[config.mk]
export PLATFORM = sky130hd
export DESIGN_NAME = logic_unit_arbiter
export DESIGN_NICKNAME = d
export VERILOG_FILES = /design/src/rtl/logic_unit_arbiter.sv
export SDC_FILE = /design/constraint.sdc
export NUM_CORES = 1
export LEC_CHECK = 0
export ABC_AREA = 1
export CAP_MARGIN = 40
export CORE_MARGIN = 4
export CORE_UTILIZATION = 35
export DETAILED_ROUTE_END_ITERATION = 10
export PLACE_DENSITY = 0.67
export SLEW_MARGIN = 5
export SYNTH_ARGS = -nofsm -noshare
export SYNTH_HDL_FRONTEND = slang
export SYNTH_SLANG_ARGS = --single-unit
[constraint.sdc]
create_clock -name clk -period 5.7 [get_ports clk]
set_clock_uncertainty 0.15 [all_clocks]
set_input_delay 0.855 -clock clk [delete_from_list [all_inputs] [get_ports clk]]
set_output_delay 0.855 -clock clk [all_outputs]
set_load 0.1 [all_outputs]
[src/rtl/logic_unit_arbiter.sv]
// Two-requester round-robin arbiter in front of a shared bitwise logic unit with a
// single-entry registered output. Optional per-requester grant counters: LOGIC_ARB_GRANT_CNT_EN.
module logic_unit_arbiter #(
  parameter int unsigned WIDTH = 64
) (
  input  logic             clk,
  input  logic             rst_n,
  input  logic             req0_valid,
  output logic             req0_ready,
  input  logic [1:0]       req0_op,
  input  logic [WIDTH-1:0] req0_a,
  input  logic [WIDTH-1:0] req0_b,
  input  logic             req1_valid,
  output logic             req1_ready,
  input  logic [1:0]       req1_op,
  input  logic [WIDTH-1:0] req1_a,
  input  logic [WIDTH-1:0] req1_b,
  output logic             out_valid,
  input  logic             out_ready,
  output logic [WIDTH-1:0] out_result,
  output logic             out_id
`ifdef LOGIC_ARB_GRANT_CNT_EN
  ,
  output logic [15:0]      grant_cnt0,
  output logic [15:0]      grant_cnt1
`endif
);

  localparam logic [1:0] OP_XOR  = 2'b00;
  localparam logic [1:0] OP_AND  = 2'b01;
  localparam logic [1:0] OP_OR   = 2'b10;
  localparam logic [1:0] OP_XNOR = 2'b11;

  typedef enum logic {ST_EMPTY = 1'b0, ST_FULL = 1'b1} state_t;

  state_t           r_state;
  logic             r_last_grant;
  logic [WIDTH-1:0] r_result;
  logic             r_id;

  logic             w_can_accept;
  logic             w_grant0;
  logic             w_grant1;
  logic             w_accept;
  logic [1:0]       w_op;
  logic [WIDTH-1:0] w_a;
  logic [WIDTH-1:0] w_b;
  logic [WIDTH-1:0] w_result;

  // Round-robin grant: on contention the requester that did not win last time goes next.
  always_comb begin
    w_can_accept = (r_state == ST_EMPTY) || out_ready;
    w_grant0     = req0_valid && (!req1_valid || r_last_grant);
    w_grant1     = req1_valid && (!req0_valid || !r_last_grant);
    req0_ready   = w_grant0 && w_can_accept;
    req1_ready   = w_grant1 && w_can_accept;
    w_accept     = req0_ready || req1_ready;
  end

  // Shared logic unit operating on the granted requester's operands.
  always_comb begin
    w_op     = w_grant1 ? req1_op : req0_op;
    w_a      = w_grant1 ? req1_a  : req0_a;
    w_b      = w_grant1 ? req1_b  : req0_b;
    w_result = '0;
    case (w_op)
      OP_XOR:  w_result = w_a ^ w_b;
      OP_AND:  w_result = w_a & w_b;
      OP_OR:   w_result = w_a | w_b;
      OP_XNOR: w_result = ~(w_a ^ w_b);
      default: w_result = '0;
    endcase
  end

  // Output register FSM; a drain and an accept in the same cycle keeps the entry FULL.
  always_ff @(posedge clk or negedge rst_n) begin
    if (!rst_n) begin
      r_state      <= ST_EMPTY;
      r_result     <= '0;
      r_id         <= 1'b0;
      r_last_grant <= 1'b1;
    end else begin
      case (r_state)
        ST_EMPTY: begin
          if (w_accept) begin
            r_state <= ST_FULL;
          end
        end
        ST_FULL: begin
          if (!w_accept && out_ready) begin
            r_state <= ST_EMPTY;
          end
        end
        default: r_state <= ST_EMPTY;
      endcase
      if (w_accept) begin
        r_result     <= w_result;
        r_id         <= w_grant1;
        r_last_grant <= w_grant1;
      end
    end
  end

  assign out_valid  = (r_state == ST_FULL);
  assign out_result = r_result;
  assign out_id     = r_id;

`ifdef LOGIC_ARB_GRANT_CNT_EN
  localparam int unsigned CNT_W = 16;

  logic [CNT_W-1:0] r_cnt0;
  logic [CNT_W-1:0] r_cnt1;

  // Free-running accept counters, wrapping naturally at 2^CNT_W.
  always_ff @(posedge clk or negedge rst_n) begin
    if (!rst_n) begin
      r_cnt0 <= '0;
      r_cnt1 <= '0;
    end else begin
      if (req0_ready) begin
        r_cnt0 <= r_cnt0 + CNT_W'(1);
      end
      if (req1_ready) begin
        r_cnt1 <= r_cnt1 + CNT_W'(1);
      end
    end
  end

  assign grant_cnt0 = r_cnt0;
  assign grant_cnt1 = r_cnt1;
`endif

endmodule

Word level (Yosys, flattened, before mapping)
Index checks and enable logic that the tools add are counted.

Eq/ne operators: 3. Mux-type cells: 7. Bitwise operators: 5. Reductions and logical operators: 14.

Operator list (number): case mux 64 bit (4 select lines) (1); two-way mux 64 bit (2); AND 64 bit (1); NOT 64 bit (1); bitwise OR 64 bit (1); bitwise XOR 64 bit (1); logical AND 1 bit (5); == test 2 bit (second input constant) (2); logical NOT 1 bit (4); logical OR 1 bit (4); == test 2 x 1 -> 1 bit (second input constant) (1); logical NOT 2 bit (1); two-way mux 1 bit (2); two-way mux 2 bit (1); case mux 1 bit (2 select lines) (1); NOT 1 bit (1).

Register bits after elaboration: 67. Bits of input ports: 265. Output and inout port bits: 68. Word-level logic and storage cells: 33.

Depth between registers and ports, before layout
Depth after elaboration: 9. Depth in mapped cells: 15. Depth with buffers taken out: 13.

Worst setup path after synthesis
Ideal clock, no wire load.

Path kind: in2out. From: input req1_valid. To: output req1_ready. Arrival time: 2.514 ns. Required time: 4.695 ns. Setup slack: 2.181 ns. Stages: 4. Path buffers: 2. Cell sequence: buf_4 -> nand2_8 -> buf_2 -> nor2_1.

Cells in the longest elaborated chain, start to end: 2.

Ends and longest elaborated chain: from (decl) (line 13) `input logic req1_valid,`; logical AND 1 bit (line 54) `w_grant1 = req1_valid && (!req0_valid || !r_last_grant);`; logical AND 1 bit (line 56) `req1_ready = w_grant1 && w_can_accept;`; to (decl) (line 14) `output logic req1_ready,`.

Every way passes these cells.

Worst setup path after layout
Ends and elaborated chain as after synthesis.

==> out/summary.md <==
Global routing
• **vias in the first global route** 9973
• **pin count of the biggest net entering global routing** 98
• **GR Util All Layers** 19.1%
• **layer carrying the most global-route usage** met2
• **met2 track utilization from global routing** 35.0%
• **antenna violations before repair** 5
• **wire length of the first global-routing pass** 46300 µm
• **met3 Usage GRT** 3.52%
• **total global routing overflow** 0
• **met1 routing resource usage after global routing** 22.1%

Floorplanning
• **number of top-level pins** 333
• **number of cell rows** 59
• **floorplan die height** 172 µm
• **starting utilization of the core area** 35.8%
• **die area** 29500 µm²
• **placeable core region** 26200 µm²
• **die width** 172 µm

Pwr
• **power density cells** 262 nW/µm²
• **worst ir drop on vdd** 0.000200 V
• **leakage power figure** 0.00815 µW

Synthesis
• **area fraction of the dominant cell type after synthesis** 17.9%
• **number of nets in the synthesized netlist** 1976
• **Mapped Area** 9380 µm²
• **average size of a mapped cell** 5.93 µm²
• **Post-Synthesis Cells** 1583
• **number of register bits inferred by synthesis** 67
• **cell accounting for the most synthesized area** sky130_fd_sc_hd__nand2_1
• **most area-consuming cells after synthesis** sky130_fd_sc_hd__nand2_1 (18%), sky130_fd_sc_hd__dfrtp_1 (18%), sky130_fd_sc_hd__ha_1 (17%)
• **synthesis warning total** 0
• **most common cell in the synthesized netlist** sky130_fd_sc_hd__nand2_1
• **post-synthesis sequential area ratio** 17.9%
• **EDFF count, synth** 0
• **commonest cells in the netlist** sky130_fd_sc_hd__nand2_1 (447), sky130_fd_sc_hd__inv_1 (420), sky130_fd_sc_hd__nand3_1 (191)
• **proportion of synthesized flip-flops having asynchronous set or reset** 100%
• **most used flip-flop cell after synthesis** sky130_fd_sc_hd__dfrtp_1
• **Cell variety after synth** 20

Timing
• **final count of negative-setup-slack endpoints** 0
• **sum of negative setup slack** 0 ns
• **worst-margin pin slew** 0.824 ns
• **ratio of final minimum period to clock period** 70.9%
• **Final Hold Vio Count** 0
• **Final min period** 4.04 ns
• **number of max-slew violations in the final report** 0
• **max_slew headroom** 45.1%
• **Max Clk Rate** 247 MHz
• **unrepaired setup endpoints after global routing** false

Placed design
• **placed cell count** 2237
• **# port buffers** 332
• **HPWL Detailed** 22000 µm
• **Routability Congestion** 0.804
• **standard cell area after detailed placement** 14300 µm²

Clocking
• **Resize count post-CTS** 0
• **clock tree root driver cell** sky130_fd_sc_hd__clkbuf_16
• **clk sinks** 67
• **setup bufs post-CTS** 0
• **clock slew at the register clock pins of the worst setup and hold paths** 0.06 ns
• **H-tree depth** 3
• **number of buffers created by CTS** 9
• **worst-case clock buffer depth** 2
• **CTS tree** yes
• **cts hold-fix bufs** 0
• **clock network latency to the later pin of the worst-skew pair** 0.33 ns

Setup path
• **worst reg-to-reg path cell count** 11
• **most frequent CP cell** sky130_fd_sc_hd__buf_4
• **launch instance of the worst register-to-register path** r_last_grant$_DFFE_PN1P_
• **critical path launch point type** input pin
• **terminus of the critical flop-to-flop path** out_result[14]$_DFFE_PN0P_
• **capture point of the critical path** req1_ready
• **CP Data Arrival Time** 3.04 ns
• **Max Fanout on Critical Path** 97
• **classification of the worst setup path** in2out
• **worst setup path start** req1_valid
• **critical-path cell list** clkdlybuf4s50_1, nand2_8, buf_4, nor2_1, buf_4
• **CP required** 4.70 ns
• **Largest stage delay, worst path** 0.67 ns
• **register-to-register setup slack** 2.71 ns
• **library cell contributing the largest single delay on the critical path** sky130_fd_sc_hd__buf_4
• **category of the worst setup path capture point** output pin

Detailed routing
• **residual antenna-violating net count after detailed routing** 0
• **WL final** 29000 µm
• **Via density** 4.56
• **detailed-router iteration count before antenna repair** 5
• **vias after detailed routing** 10300
• **DRC violations left** 0
• **routed length per instance** 12.9 µm
• **drt initial violations** 420

Outcome
• **outcome** finished clean

Layout
• **area growth from synthesis to layout** 55.4%
• **Final Net Count** 2306
• **post-route cell area** 14600 µm²
• **share of post-route cells with drive strength above 1** 5.74%
• **Cell Count, Final, Fillers Out** 2256

Min path
• **type of the worst min-delay path** in2async

Run
• **max-cap viol count** 0

cell usage in the layout, fill, tap and decap left out:
| master | instances |
|---|---|
| sky130_fd_sc_hd__a21oi_1 | 1 |
| sky130_fd_sc_hd__buf_12 | 2 |
| sky130_fd_sc_hd__buf_16 | 46 |
| sky130_fd_sc_hd__buf_4 | 11 |
| sky130_fd_sc_hd__buf_8 | 24 |
| sky130_fd_sc_hd__clkbuf_1 | 1 |
| sky130_fd_sc_hd__clkbuf_16 | 9 |
| sky130_fd_sc_hd__clkbuf_8 | 3 |
| sky130_fd_sc_hd__clkdlybuf4s50_1 | 330 |
| sky130_fd_sc_hd__clkinv_2 | 2 |
| sky130_fd_sc_hd__dfrtp_1 | 66 |
| sky130_fd_sc_hd__dfstp_2 | 1 |
| sky130_fd_sc_hd__diode_2 | 4 |
| sky130_fd_sc_hd__ha_1 | 128 |
| sky130_fd_sc_hd__inv_1 | 419 |
| sky130_fd_sc_hd__inv_2 | 2 |
| sky130_fd_sc_hd__nand2_1 | 447 |
| sky130_fd_sc_hd__nand2_2 | 3 |
| sky130_fd_sc_hd__nand2_4 | 4 |
| sky130_fd_sc_hd__nand2_8 | 1 |
| sky130_fd_sc_hd__nand3_1 | 191 |
| sky130_fd_sc_hd__nand3_2 | 1 |
| sky130_fd_sc_hd__nand3b_1 | 39 |
| sky130_fd_sc_hd__nor2_1 | 3 |
| sky130_fd_sc_hd__nor2_4 | 1 |
| sky130_fd_sc_hd__o21ai_0 | 180 |
| sky130_fd_sc_hd__o21ai_1 | 2 |
cells by family (layout without fill, tap and decap cells):
kind of cell	count (synthesis)	in the layout	synth area share (%)
adders and majority gates	128	128	17.1
other	0	4	0
buffers and inverters	515	849	23.0
AOI/OAI and AO/OA	183	183	9.76
DFF	67	67	17.9
and+or+nand+nor	690	690	32.3
state kept, by name, summed over array words and instances (netlist names):
signal        flops
out_valid         1
r_last_grant      1
out_id            1
out_result       64
worst max-delay path: cells and delay by family:
kind	cells	cell delay, ns
buf+inv	3	1.56
simple gates	2	0.57
cell type report:
class,count,area [µm²]
Antenna cell,4,10.0
Clock buffer,13,270
Inverter,421,1580
Timing Repair Buffer,413,5050
Fill cell,2441,11600
Sequential cell,67,1680
Clock inverter,2,10.0
Tap cell,335,419
Multi-Input combinational cell,1001,5560
worst min-delay path by stage:
stage | from | to | slack [ns] | cells after the start
2_1_floorplan | r_last_grant$_DFFE_PN1P_ | r_last_grant$_DFFE_PN1P_ | 0.35 | 2
3_3_place_gp | out_result[38]$_DFFE_PN0P_ | out_result[38]$_DFFE_PN0P_ | 0.31 | 2
3_5_place_dp | out_result[47]$_DFFE_PN0P_ | out_result[47]$_DFFE_PN0P_ | 0.31 | 2
4_1_cts | rst_n | out_result[41]$_DFFE_PN0P_ | 0.30 | 1
5_1_grt | rst_n | out_result[41]$_DFFE_PN0P_ | 0.32 | 1
6_report | rst_n | out_result[41]$_DFFE_PN0P_ | 0.30 | 1
where the power goes:
part           switching, µW  internal, µW
sequential              61.8           584
clock                    220           327
combinational           1550          1080
metal layers:
metal | part of all wire, % | routed length (µm)
met1 | 42 | 12100
met2 | 50 | 14500
met3 | 5.9 | 1720
met4 | 2.3 | 665
met5 | 0.038 | 11
metrics by stage:
step	power [µW]	utilization, %	setup WS (ns)	hold slack, ns
floorplan	2130	-	2.18	0.352
CTS	3870	55.6	1.65	0.301
global placement	2670	48.2	1.72	0.311
global route	4070	55.6	1.49	0.318
finish	3820	55.6	1.66	0.297
detailed placement	3300	54.5	1.65	0.314
Note: power is estimated with default switching activity, not from simulation.
